File: src/rtl/pipe_hazard_ctrl_pkg.sv
// ============================================================================
// Module   : pipe_hazard_ctrl_pkg
// Brief    : Shared constants and state encodings for the pipeline hazard
//            controller and its multi-cycle stall counter.
// Revision : 1.0 - initial release
// ============================================================================
`default_nettype none

package pipe_hazard_ctrl_pkg;

    localparam logic c_STOP = 1'b1;

    localparam int c_STG_PC  = 0;
    localparam int c_STG_IF  = 1;
    localparam int c_STG_ID  = 2;
    localparam int c_STG_EX  = 3;
    localparam int c_STG_MEM = 4;
    localparam int c_STG_WB  = 5;

    typedef enum logic [0:0] {
        MC_IDLE = 1'b0,
        MC_BUSY = 1'b1
    } mc_state_e;

endpackage

`default_nettype wire

File: src/rtl/pipe_hazard_ctrl_mc_stall_counter.sv
// ============================================================================
// Module   : mc_stall_counter
// Brief    : IDLE/BUSY counter that holds the multi-cycle stage for the
//            requested number of cycles and pulses done on the last one.
// Revision : 1.0 - initial release
// ============================================================================
`default_nettype none

module mc_stall_counter
    import pipe_hazard_ctrl_pkg::*;
#(
    parameter int CNT_W = 6
) (
    input  logic             clk_i,
    input  logic             rst_n_i,
    input  logic             i_start,
    input  logic [CNT_W-1:0] i_cycles,
    input  logic             i_abort,
    output logic             o_busy,
    output logic             o_done,
    output logic             o_stall
);

    localparam logic [CNT_W-1:0] c_ONE = {{(CNT_W-1){1'b0}}, 1'b1};

    mc_state_e        r_state;
    logic [CNT_W-1:0] r_cnt;
    logic [CNT_W-1:0] w_load;
    logic             w_idle_start;

    assign w_load       = (i_cycles == '0) ? '0 : (i_cycles - c_ONE);
    assign w_idle_start = (r_state == MC_IDLE) && i_start;

    // The start cycle already counts as one stall cycle, so BUSY is entered
    // with one less than the loaded value remaining.
    always_ff @(posedge clk_i or negedge rst_n_i) begin
        if (!rst_n_i) begin
            r_state <= MC_IDLE;
            r_cnt   <= '0;
        end else if (i_abort) begin
            r_state <= MC_IDLE;
            r_cnt   <= '0;
        end else begin
            case (r_state)
                MC_IDLE: begin
                    if (i_start && (w_load != '0)) begin
                        r_state <= MC_BUSY;
                        r_cnt   <= w_load - c_ONE;
                    end
                end
                MC_BUSY: begin
                    if (r_cnt == '0) begin
                        r_state <= MC_IDLE;
                    end else begin
                        r_cnt <= r_cnt - c_ONE;
                    end
                end
                default: begin
                    r_state <= MC_IDLE;
                    r_cnt   <= '0;
                end
            endcase
        end
    end

    assign o_busy  = (r_state == MC_BUSY);
    assign o_done  = !i_abort &&
                     ((w_idle_start && (w_load == '0)) ||
                      ((r_state == MC_BUSY) && (r_cnt == '0)));
    assign o_stall = !i_abort &&
                     ((w_idle_start && (w_load != '0)) || (r_state == MC_BUSY));

endmodule

`default_nettype wire

File: src/rtl/pipe_hazard_ctrl.sv
// ============================================================================
// Module   : pipe_hazard_ctrl
// Brief    : Merges stall requests, multi-cycle busy, jumps and traps into
//            per-stage stall/flush vectors and a handshaked PC redirect.
// Revision : 1.0 - initial release
// ============================================================================
`default_nettype none

module pipe_hazard_ctrl
    import pipe_hazard_ctrl_pkg::*;
#(
    parameter int NUM_STAGES = 6,
    parameter int ADDR_WIDTH = 32,
    parameter int JUMP_STAGE = 3,
    parameter int MC_STAGE   = 3,
    parameter int MC_CNT_W   = 6
) (
    input  logic                  clk_i,
    input  logic                  rst_n_i,
    input  logic [NUM_STAGES-1:0] stallreq_i,
    input  logic                  mc_start_i,
    input  logic [MC_CNT_W-1:0]   mc_cycles_i,
    input  logic                  jump_enable_i,
    input  logic [ADDR_WIDTH-1:0] jump_addr_i,
    input  logic                  trap_i,
    input  logic [ADDR_WIDTH-1:0] trap_addr_i,
    input  logic                  pc_ready_i,
    output logic [NUM_STAGES-1:0] stall_o,
    output logic [NUM_STAGES-1:0] flush_o,
    output logic                  new_pc_valid_o,
    output logic [ADDR_WIDTH-1:0] new_pc_o,
    output logic                  mc_busy_o,
    output logic                  mc_done_o
);

    localparam int               IDX_W      = (NUM_STAGES > 1) ? $clog2(NUM_STAGES) : 1;
    localparam logic [IDX_W-1:0] c_MC_IDX   = IDX_W'(MC_STAGE);
    localparam logic [IDX_W-1:0] c_JUMP_IDX = IDX_W'(JUMP_STAGE);

    logic                  w_mc_busy;
    logic                  w_mc_done;
    logic                  w_mc_stall;
    logic                  w_src_any;
    logic [IDX_W-1:0]      w_src;
    logic [NUM_STAGES-1:0] w_base_stall;
    logic [NUM_STAGES-1:0] w_base_flush;
    logic [NUM_STAGES-1:0] w_jmask;
    logic [NUM_STAGES-1:0] w_stall;
    logic [NUM_STAGES-1:0] w_flush;
    logic                  w_jump_ok;
    logic                  w_new_req;
    logic [ADDR_WIDTH-1:0] w_new_addr;
    logic                  w_pend_stall;
    logic                  r_pend_valid;
    logic [ADDR_WIDTH-1:0] r_pend_addr;

    mc_stall_counter #(
        .CNT_W (MC_CNT_W)
    ) u_mc_stall_counter (
        .clk_i    (clk_i),
        .rst_n_i  (rst_n_i),
        .i_start  (mc_start_i),
        .i_cycles (mc_cycles_i),
        .i_abort  (trap_i),
        .o_busy   (w_mc_busy),
        .o_done   (w_mc_done),
        .o_stall  (w_mc_stall)
    );

    // The oldest stalling stage decides how far back the hold reaches.
    always_comb begin
        w_src_any = 1'b0;
        w_src     = '0;
        for (int k = 0; k < NUM_STAGES; k++) begin
            if (stallreq_i[k] == c_STOP) begin
                w_src_any = 1'b1;
                w_src     = IDX_W'(k);
            end
        end
        if (w_mc_stall && (!w_src_any || (w_src < c_MC_IDX))) begin
            w_src_any = 1'b1;
            w_src     = c_MC_IDX;
        end
    end

    generate
        for (genvar k = 0; k < NUM_STAGES; k++) begin : g_vec
            assign w_base_stall[k] = w_src_any && (w_src >= IDX_W'(k));
            assign w_jmask[k]      = (k < JUMP_STAGE);
            if (k == 0) begin : g_first
                assign w_base_flush[k] = 1'b0;
            end else begin : g_rest
                assign w_base_flush[k] = w_src_any && (w_src == IDX_W'(k - 1));
            end
        end
    endgenerate

    assign w_jump_ok    = jump_enable_i && !trap_i && (!w_src_any || (w_src < c_JUMP_IDX));
    assign w_new_req    = trap_i || w_jump_ok;
    assign w_new_addr   = trap_i ? trap_addr_i : jump_addr_i;
    assign w_pend_stall = r_pend_valid && !pc_ready_i;

    always_comb begin
        w_stall = w_base_stall;
        w_flush = w_base_flush;
        if (trap_i) begin
            w_stall = '0;
            w_flush = '1;
        end else begin
            if (w_jump_ok) begin
                w_stall = w_stall & ~w_jmask;
                w_flush = w_flush | w_jmask;
            end
            if (w_pend_stall) begin
                w_stall[c_STG_PC] = 1'b1;
            end
        end
    end

    // A request presented with pc_ready_i high is consumed on the spot.
    always_ff @(posedge clk_i or negedge rst_n_i) begin
        if (!rst_n_i) begin
            r_pend_valid <= 1'b0;
            r_pend_addr  <= '0;
        end else if (w_new_req) begin
            r_pend_valid <= !pc_ready_i;
            r_pend_addr  <= w_new_addr;
        end else if (pc_ready_i) begin
            r_pend_valid <= 1'b0;
        end
    end

    assign stall_o        = rst_n_i ? w_stall : '0;
    assign flush_o        = rst_n_i ? w_flush : '0;
    assign new_pc_valid_o = rst_n_i && (r_pend_valid || w_new_req);
    assign new_pc_o       = !rst_n_i ? '0 : (w_new_req ? w_new_addr : r_pend_addr);
    assign mc_busy_o      = rst_n_i && w_mc_busy;
    assign mc_done_o      = rst_n_i && w_mc_done;

endmodule

`default_nettype wire

File: config.mk
export PLATFORM = sky130hd
export DESIGN_NAME = pipe_hazard_ctrl
export DESIGN_NICKNAME = d
export VERILOG_FILES = /design/src/rtl/pipe_hazard_ctrl_pkg.sv /design/src/rtl/pipe_hazard_ctrl_mc_stall_counter.sv /design/src/rtl/pipe_hazard_ctrl.sv
export SDC_FILE = /design/constraint.sdc
export NUM_CORES = 1
export LEC_CHECK = 0
export BUFFER_PORTS_ARGS = -buffer_cell sky130_fd_sc_hd__buf_2
export CELL_PAD_IN_SITES_DETAIL_PLACEMENT = 1
export CELL_PAD_IN_SITES_GLOBAL_PLACEMENT = 1
export CORE_ASPECT_RATIO = 1.1
export CORE_MARGIN = 2
export CORE_UTILIZATION = 36
export CTS_BUF_LIST = sky130_fd_sc_hd__clkbuf_4 sky130_fd_sc_hd__clkbuf_8 sky130_fd_sc_hd__clkbuf_16
export DETAILED_ROUTE_END_ITERATION = 7
export GPL_ROUTABILITY_DRIVEN = 0
export PLACE_DENSITY_LB_ADDON = 0.1
export SLEW_MARGIN = 20
export SYNTH_ARGS = -nofsm -noshare
export SYNTH_HDL_FRONTEND = slang
export SYNTH_HIERARCHICAL = 1
export SYNTH_SLANG_ARGS = --single-unit
File: constraint.sdc
create_clock -name clk_i -period 2.8 [get_ports clk_i]
set_input_delay 0.14 -clock clk_i [delete_from_list [all_inputs] [get_ports clk_i]]
set_output_delay 0.14 -clock clk_i [all_outputs]
set_load 0.03 [all_outputs]
# == Yosys cells after proc, flatten, opt, wreduce, memory -nomap -nowiden ==
# Cells that the tools add are included.
# classes
add_sub_neg,3
magnitude_cmp,8
eq_ne,6
muxes,34
n_bitwise,1
reduce_logical,42
# op_table
cell,n
32-bit two-way mux,3
6-bit two-way mux,8
1-bit logical AND,25
6-bit logical NOT,3
6-bit by 1-bit subtractor with 6-bit output (second input constant),3
3-bit two-way mux,5
1-bit two-way mux,14
6-bit case mux with 2 select lines,1
3-bit by 2-bit equality test with 1-bit output (second input constant),2
3-bit by 1-bit greater-or-equal comparator with 1-bit output (second input constant),2
3-bit by 2-bit greater-or-equal comparator with 1-bit output (second input constant),2
3-bit greater-or-equal comparator (second input constant),2
1-bit logical OR,6
3-bit by 2-bit < comparator with 1-bit output (second input constant),2
3-bit inequality test (second input constant),2
6-bit nonzero test,1
1-bit logical NOT,4
2-bit two-way mux,2
3-bit by 1-bit equality test with 1-bit output (second input constant),1
3-bit equality test (second input constant),1
3-bit logical NOT,1
1-bit case mux with 2 select lines,1
2-bit AND reduction,1
2-bit nonzero test,1
1-bit inverter,1
# totals
register_bits,40
input_bits,82
output_inout_bits,47

# == Longest topological paths before layout ==
# Gate-level depths: netlist of the first run.
# logic_depth
word_depth,17
ltp_mapped,12
mapped_depth_nobuf,10

# == By module ==
# Netlist of the first run, hierarchy kept.
# modules_own_cells
mod,instances,cells_per_inst,area_per_inst_um2,seq_area_each_um2
pipe_hazard_ctrl,1,269,2539.9,825.8
mc_stall_counter,1,78,644.4,175.2

# == Least setup slack after synthesis of the first run ==
# Ideal clock, no wire load.
# synth_timing
path_kind,input -> output
startpoint,input port mc_cycles_i[0]
endpoint,output port new_pc_o[0]
t_arrival_ps,2406
required_ps,2660
slack_ps,254
stages,11
n_path_buf,1
cell_sequence,inv_1 -> ha_1 -> nor2b_1 -> a311o_1 -> nand3_1 -> o22ai_2 -> nor2_1 -> nor4_2 -> and2_4 -> buf_8 -> o31ai_1
# synth_between
elab_chain_len,14
# synth_rtl
item,line_no,text
"start, declared",pipe_hazard_ctrl.sv:22,"input logic [MC_CNT_W-1:0] mc_cycles_i,"
6-bit by 1-bit subtractor with 6-bit output / 6-bit logical NOT (equally long branches),pipe_hazard_ctrl_mc_stall_counter.sv:31,assign w_load = (i_cycles == '0) ? '0 : (i_cycles - c_ONE);
6-bit two-way mux (*),pipe_hazard_ctrl_mc_stall_counter.sv:31,
6-bit nonzero test (*),pipe_hazard_ctrl_mc_stall_counter.sv:71,((w_idle_start && (w_load != '0)) || (r_state == MC_BUSY));
1-bit logical AND (*),pipe_hazard_ctrl_mc_stall_counter.sv:71,
1-bit logical OR (*),pipe_hazard_ctrl_mc_stall_counter.sv:71,
1-bit logical AND (*),pipe_hazard_ctrl_mc_stall_counter.sv:70,assign o_stall = !i_abort &&
net w_mc_stall,pipe_hazard_ctrl.sv:42,logic w_mc_stall;
1-bit logical AND (*),pipe_hazard_ctrl.sv:80,if (w_mc_stall && (!w_src_any || (w_src < c_MC_IDX))) begin
3-bit two-way mux / 1-bit two-way mux (equally long branches),pipe_hazard_ctrl.sv:80,
3-bit by 2-bit < comparator with 1-bit output / 1-bit logical NOT (equally long branches),pipe_hazard_ctrl.sv:98,assign w_jump_ok = jump_enable_i && !trap_i && (!w_src_any || (w_src < c_JUMP_IDX));
1-bit logical OR (*),pipe_hazard_ctrl.sv:98,
1-bit logical AND (*),pipe_hazard_ctrl.sv:98,
1-bit logical OR (*),pipe_hazard_ctrl.sv:99,assign w_new_req = trap_i || w_jump_ok;
32-bit two-way mux (*),n/a,
32-bit two-way mux (*),pipe_hazard_ctrl.sv:136,assign new_pc_o = !rst_n_i ? '0 : (w_new_req ? w_new_addr : r_pend_addr);
"end, declared",pipe_hazard_ctrl.sv:31,"output logic [ADDR_WIDTH-1:0] new_pc_o,"
# The timed path passes the listed nets; every way through them passes the cells marked *.

# == Worst setup path in the final report of the first run ==
# layout_timing
startpoint,"register u_mc_stall_counter.r_state, in the netlist u_mc_stall_counter/o_busy"
endpoint,output port new_pc_o[30]
# layout_between
elab_chain_len,13
# layout_rtl
item,line_no,text
"start, declared",pipe_hazard_ctrl_mc_stall_counter.sv:26,mc_state_e r_state;
"start signal, assigned",pipe_hazard_ctrl_mc_stall_counter.sv:38,r_state <= MC_IDLE;
"start signal, assigned",pipe_hazard_ctrl_mc_stall_counter.sv:41,r_state <= MC_IDLE;
"start signal, assigned",pipe_hazard_ctrl_mc_stall_counter.sv:47,r_state <= MC_BUSY;
1-bit inverter,pipe_hazard_ctrl_mc_stall_counter.sv:32,assign w_idle_start = (r_state == MC_IDLE) && i_start;
1-bit logical AND,pipe_hazard_ctrl_mc_stall_counter.sv:32,
1-bit logical AND,pipe_hazard_ctrl_mc_stall_counter.sv:71,
1-bit logical OR (*),pipe_hazard_ctrl_mc_stall_counter.sv:71,
1-bit logical AND (*),pipe_hazard_ctrl_mc_stall_counter.sv:70,
net w_mc_stall,pipe_hazard_ctrl.sv:42,
1-bit logical AND (*),pipe_hazard_ctrl.sv:80,
3-bit two-way mux / 1-bit two-way mux (equally long branches),pipe_hazard_ctrl.sv:80,
3-bit by 2-bit < comparator with 1-bit output / 1-bit logical NOT (equally long branches),pipe_hazard_ctrl.sv:98,
1-bit logical OR (*),pipe_hazard_ctrl.sv:98,
1-bit logical AND (*),pipe_hazard_ctrl.sv:98,
1-bit logical OR (*),pipe_hazard_ctrl.sv:99,
32-bit two-way mux (*),n/a,
32-bit two-way mux (*),pipe_hazard_ctrl.sv:136,
# Marked as above.

==> out/results.tsv, run 1 <==
stage	metric	value	unit
sta	final setup fails	0	
worst_setup_path	crit path capture type	output pin	
power_and_ir_drop	Max rail drop VDD	0.000288	V
power_and_ir_drop	LEAKAGE	1.91	nW
clock_network	htree depth	2	
worst_setup_path	startpoint types	register	
sta	Clock Skews	0.00873	ns
floorplanning	Boundary Pins	129	
power_and_ir_drop	power per cell area	420	nW/um^2
route	Post-DRT Antenna Nets	0	
logic_synthesis	Cells after Synth	347	
logic_synthesis	Syn Nets	432	
worst_setup_path	CP startpoint	u_mc_stall_counter/o_busy$_DFF_PN0_	
placement	Port Buffer Count	128	
floorplanning	Initial Utilization	0.364	
cells_and_area	fin util	0.472	
worst_setup_path	Worst R2R Start	u_mc_stall_counter/o_busy$_DFF_PN0_	
clock_network	CTS tree	done	
clock_network	root buf cell	clkbuf_8	
logic_synthesis	number of synthesized flops with an enable pin	0	
sta	crit path time final	2.61	ns
sta	Final Hold Viols	0	
grt	first-pass GRT wire length	15500	um
worst_setup_path	FF-to-FF setup slack	0.59	ns
floorplanning	Core Region	8740	sq um
sta	Slew Viols, Final	0	
worst_setup_path	FF-to-FF End	r_pend_addr[15]$_DFF_PN0_	
logic_synthesis	synthesized flop and latch total	40	
logic_synthesis	synthesized area per cell	9.18	sq um
cells_and_area	share of cells above drive strength 1	0.437	
grt	Total GRT Usage	0.200	
cells_and_area	Layout Cells excl Fill	589	
logic_synthesis	Netlist cell types	47	
power_and_ir_drop	clock power share	0.235	
power_and_ir_drop	Switching Fraction	0.367	
logic_synthesis	Synth top area share	0.314	
worst_setup_path	critical path class	register to output pin	
placement	placed instance count	572	
grt	largest net degree at the start of global routing	43	
route	DR vias	3216	
logic_synthesis	Synth Flop Type	dfrtp_1	
sta	Worst-Margin Slew	0.391	ns
logic_synthesis	Synth Cell Area	3180	sq um
logic_synthesis	Async SR Flop Fraction	1.00	
sta	RSZ-0062 raised after global routing	false	
cells_and_area	Area growth syn-to-layout	29.6	%
worst_setup_path	crit-path max FO	21	
logic_synthesis	Yosys top cell by area	dfrtp_1	
route	Residual DRC	0	
power_and_ir_drop	Net Switching	637	uW
cells_and_area	fin nets	558	
worst_setup_path	Critical Path End	new_pc_o[30]	
route	DR pass1 iterations	4	
job	max cap viols	0	
status	status	finished clean	
sta	period utilization	0.934	
power_and_ir_drop	Flop pwr share	0.392	
route	drt total wl	9970	um
clock_network	CTS Buf Count	5	
floorplanning	die area	9610	sq um
worst_setup_path	WP data required	2.66	ns
route	Wirelength per Cell	16.9	um
worst_setup_path	CP arrival	2.47	ns
power_and_ir_drop	combinational fraction of design power	0.374	
sta	fmax	383	MHz
grt	vias in the first global route	3171	
grt	gr ovfl total	0	
worst_setup_path	Worst R2R Path Depth	9	
logic_synthesis	Area contributors post-synth	dfrtp_1 (31%), o31ai_2 (11%), mux2i_1 (11%)	
clock_network	Max clock buf depth	2	
placement	DPL Wire Length	7180	um
sta	relative slew slack	0.739	
floorplanning	Die Span Y	103	um
logic_synthesis	Seq/Total Area, Yosys	0.314	
grt	initial antenna violation count	0	
power_and_ir_drop	P_int	1.10	mW
clock_network	clk slew on worst S/H paths	0.08	ns
route	DRT iter0 DRCs	82	
sta	total negative slack	0	ns
worst_hold_path	min-delay worst type	input port to register	
clock_network	total clock sinks	40	
route	Vias/cell	5.46	
logic_synthesis	Yosys warning total	6	
clock_network	clock latency on the worst-skew pair	0.29	ns
floorplanning	FP Rows	36	
floorplanning	die width	93.7	um
power by group through the flow:
| stage | Clock, mW | Combinational [mW] | Sequential (mW) |
|---|---|---|---|
| floorplan | 0 | 0.423 | 0.681 |
| global placement | 0 | 0.617 | 0.688 |
| detailed placement | 0 | 0.629 | 0.690 |
| CTS | 0.420 | 0.632 | 0.679 |
| global route | 0.447 | 0.706 | 0.687 |
| finish | 0.407 | 0.648 | 0.679 |
cell type report:
type,count,area [sq um]
clock inverters,2,10.0
clock buffers,6,82.6
diodes,1,2.50
well taps,114,143
flip-flops and latches,40,1000
fillers,1070,4610
multi-input cells,261,1910
inverters,9,33.8
repair buffers,156,948
synthesized netlist by cell type (6+ instances only):
| cell | instances |
|---|---|
| buf_6 | 6 |
| mux2i_1 | 34 |
| o31ai_2 | 28 |
| dfrtp_1 | 40 |
| buf_2 | 12 |
| nand2_1 | 9 |
| inv_1 | 9 |
| nand3_1 | 37 |
| a21oi_1 | 14 |
| buf_4 | 9 |
| nand4_1 | 32 |
| nor2_1 | 20 |
| o21ai_1 | 33 |
registers in the layout, summed over array words and instances (netlist names):
name                       cells
u_mc_stall_counter/r_cnt       6
u_mc_stall_counter/o_busy      1
r_pend_valid                   1
r_pend_addr                   32
cells by family after synthesis:
family	after synthesis	synth area share
buf+inv	46	0.0982
mux	36	0.115
xor+xnor	7	0.0193
simple gates	116	0.196
fa+ha+maj	3	0.0118
compound gates	99	0.246
flops	40	0.314
routing by layer:
layer	GRT usage	wire [um]
met1	0.273	4500
met2	0.326	4820
met3	0.0365	504
met4	0.0602	143
met5	0	0
cell usage in the layout, fill, tap and decap left out, drive strengths merged, types with 4 or more instances in the layout:
cell	n
nand2	9
inv	9
o21ai	38
nand4	32
xnor2	4
clkbuf	10
nor3	6
buf	151
mux2i	34
nor2	20
o31ai	32
nand3	37
dfrtp	40
a21oi	14
through the flow:
step,area [sq um],hold slack (ns),worst slack [ns],total power [mW]
final,4130,0.0225,0.186,1.73
after global routing,4130,0.0145,0.0110,1.84
after CTS,3990,0.0181,0.0886,1.73
after detailed placement,3880,-0.0246,0.0816,1.32
after global placement,3880,-0.0213,0.157,1.30
after floorplan,3180,-0.156,0.254,1.10
worst min-delay path by stage:
stage	slack, ns	cells past startpoint	end	start
3_5_place_dp	-0.02	1	u_mc_stall_counter/r_cnt[5]$_DFFE_PN0P_	rst_n_i
5_1_grt	0.01	2	r_pend_valid$_DFFE_PN0P_	pc_ready_i
6_report	0.02	2	r_pend_valid$_DFFE_PN0P_	pc_ready_i
4_1_cts	0.02	2	r_pend_valid$_DFFE_PN0P_	pc_ready_i
3_3_place_gp	-0.02	1	u_mc_stall_counter/r_cnt[5]$_DFFE_PN0P_	rst_n_i
2_1_floorplan	-0.16	0	r_pend_addr[0]$_DFF_PN0_	rst_n_i
what timing repair did:
item,4_1_cts,5_1_grt
setup endpoints to repair,0,33
endpoints found under the hold margin,23,0
hold buffers,1,0
resized for setup,0,31
buffers inserted,0,6
worst max-delay path, stage by stage, from the launching register on:
cell	delay, ns
dfrtp_1	0.40
nor3_2	0.18
nand3_2	0.15
o22ai_2	0.19
nor2_2	0.09
nor4_4	0.37
buf_4	0.19
buf_12	0.16
nand4_1	0.12
o31ai_2	0.09
clkbuf_4	0.24
Power figures use the tool's default switching activity.
==> run 2, diff against run 1 <==
CELL_PAD_IN_SITES_DETAIL_PLACEMENT = 0   (was 1)
==> out/results.tsv, run 2 (synthesized netlist as in run 1, its figures left out) <==
stage	metric	value	unit	change
status	status	finished clean		
worst_setup_path	CP arrival	2.48	ns	about the same
placement	DPL Wire Length	6490	um	-9.7%
job	max cap viols	0		unchanged
cells_and_area	Layout Cells excl Fill	585		-0.68%
clock_network	Max clock buf depth	2		unchanged
sta	Worst-Margin Slew	0.391	ns	-0.000715 ns
route	DR pass1 iterations	4		unchanged
clock_network	clock latency on the worst-skew pair	0.29	ns	about the same
cells_and_area	fill count	898		-16%
worst_setup_path	FF-to-FF End	r_pend_addr[30]$_DFF_PN0_		
grt	vias in the first global route	2850		-10%
floorplanning	die width	93.7	um	unchanged
grt	Total GRT Usage	0.177		-0.0231
power_and_ir_drop	LEAKAGE	1.89	nW	-1.1%
floorplanning	Boundary Pins	129		unchanged
worst_setup_path	Worst R2R Path Depth	10		+1
floorplanning	FP Rows	36		unchanged
worst_hold_path	hold depth	2		unchanged
worst_setup_path	FF-to-FF setup slack	0.55	ns	-0.04 ns
sta	period utilization	0.935		+0.00172
worst_hold_path	Hold Startpoint	pc_ready_i		
power_and_ir_drop	Power Total	1.71	mW	-1.2%
cells_and_area	share of cells above drive strength 1	0.427		-0.00996
clock_network	clk slew on worst S/H paths	0.08	ns	about the same
route	Residual DRC	0		unchanged
worst_setup_path	crit path capture type	output pin		
sta	total negative slack	0	ns	unchanged
sta	relative slew slack	0.740		about the same
cells_and_area	commonest cells after routing, fill and taps aside	buf_2 (124), dfrtp_1 (40), nand3_1 (36), mux2i_1 (34), o21ai_1 (34)		
floorplanning	die area	9610	sq um	unchanged
cells_and_area	biggest regs	r_pend_addr: 32 flops, u_mc_stall_counter/r_cnt: 6 flops		
worst_hold_path	min-delay worst type	input port to register		
worst_setup_path	startpoint types	register		
worst_hold_path	Hold Path Sink	r_pend_valid$_DFFE_PN0P_		
clock_network	htree depth	2		unchanged
clock_network	root buf cell	clkbuf_8		
worst_setup_path	critical path class	register to output pin		
floorplanning	Core Region	8740	sq um	unchanged
sta	crit path time final	2.62	ns	+0.00482 ns
route	Vias/cell	5.45		-0.26%
clock_network	CTS tree	done		
cells_and_area	Top reg by flops	r_pend_addr		
worst_setup_path	Worst R2R Start	u_mc_stall_counter/o_busy$_DFF_PN0_		
grt	largest net degree at the start of global routing	43		unchanged
worst_setup_path	crit-path max FO	9		-57%
sta	RSZ-0062 raised after global routing	false		
grt	first-pass GRT wire length	13800	um	-11%
worst_setup_path	WP data required	2.66	ns	about the same
route	DRT iter0 DRCs	120		+46%
route	DR vias	3186		-0.93%
clock_network	CTS Buf Count	5		unchanged
power_and_ir_drop	power per cell area	421	nW/um^2	+0.19%
clock_network	total clock sinks	40		unchanged
grt	gr ovfl total	0		unchanged
route	Post-DRT Antenna Nets	0		unchanged
sta	fmax	382	MHz	-0.18%
route	Wirelength per Cell	15.3	um	-9.7%
sta	Clock Skews	0.00354	ns	-0.00519 ns
grt	initial antenna violation count	0		unchanged
sta	Final Hold Viols	0		unchanged
sta	Slew Viols, Final	0		unchanged
placement	Port Buffer Count	128		unchanged
cells_and_area	Antenna Cells	0		-1
cells_and_area	most common cell after layout, fill and taps aside	buf_2		
cells_and_area	Area growth syn-to-layout	27.9	%	
placement	placed instance count	572		unchanged
floorplanning	Die Span Y	103	um	unchanged
cells_and_area	max reg flops	32		unchanged
route	drt total wl	8940	um	-10%
power_and_ir_drop	Max rail drop VDD	0.000203	V	-30%
cells_and_area	fin nets	555		-0.54%
sta	final setup fails	0		unchanged
floorplanning	Initial Utilization	0.364		unchanged
==> run 2: area by class of cell <==
class                           count  area (sq um)  area share
Clock buffer                        6          82.6      0.0203
Clock inverter                      2          10.0     0.00246
Inverter                            9          33.8     0.00830
Multi-Input combinational cell    261          1910       0.470
Sequential cell                    40          1000       0.246
Tap cell                          114           143      0.0350
Timing Repair Buffer              153           890       0.219
==> run 2: what timing repair did <==
action                                 in CTS  in global routing
hold buffers                                1                  0
resized for setup                           0                 15
endpoints found under the hold margin      23                  0
setup buffers                               0                  4
setup endpoints to repair                   0                 32
==> run 2: through the flow <==
step / hold slack (ns) / setup WS (ns) / utilization / area, sq um
detailed placement: -0.0243 / 0.101 / 0.445 / 3880
CTS: 0.00755 / 0.0842 / 0.456 / 3990
finish: 0.0120 / 0.181 / 0.466 / 4070
global placement: -0.0213 / 0.157 / 0.445 / 3880
global route: 0.00572 / 0.0207 / 0.466 / 4070
floorplan: -0.156 / 0.254 / - / 3180
==> run 2: power by group <==
part           internal (mW)  switching (mW)  total, mW
Combinational          0.244           0.385      0.629
Clock                  0.197           0.211      0.408
Sequential             0.647          0.0297      0.677
Total                   1.09           0.626       1.71
==> run 2: worst max path at each step <==
stage / from / to / slack [ns] / depth (start not counted)
after global routing: mc_cycles_i[0] / new_pc_o[18] / 0.02 / 14
after global placement: mc_cycles_i[0] / new_pc_o[30] / 0.16 / 12
after CTS: mc_cycles_i[0] / new_pc_o[30] / 0.08 / 12
after floorplan: mc_cycles_i[0] / new_pc_o[0] / 0.25 / 11
after detailed placement: mc_cycles_i[0] / new_pc_o[30] / 0.10 / 12
final: u_mc_stall_counter/o_busy$_DFF_PN0_ / new_pc_o[27] / 0.18 / 10
==> run 2: metal layers <==
| layer | vias up | global-route usage | wire length, um |
|---|---|---|---|
| met4 | 0 | 0.0357 | 69 |
| met1 | 1533 | 0.239 | 4010 |
| met5 | - | 0 | 0 |
| li1 | 1553 | - | - |
| met2 | 93 | 0.296 | 4330 |
| met3 | 7 | 0.0387 | 529 |
==> run 2: worst max-delay path, stage by stage, from the launching register on <==
cell and delay [ns]:
dfrtp_1 0.38, nor3_1 0.22, nand3_2 0.18, o22ai_4 0.20
nor2_4 0.07, nor4_4 0.26, buf_4 0.18, and2_4 0.23
buf_4 0.21, o31ai_2 0.09, buf_2 0.18
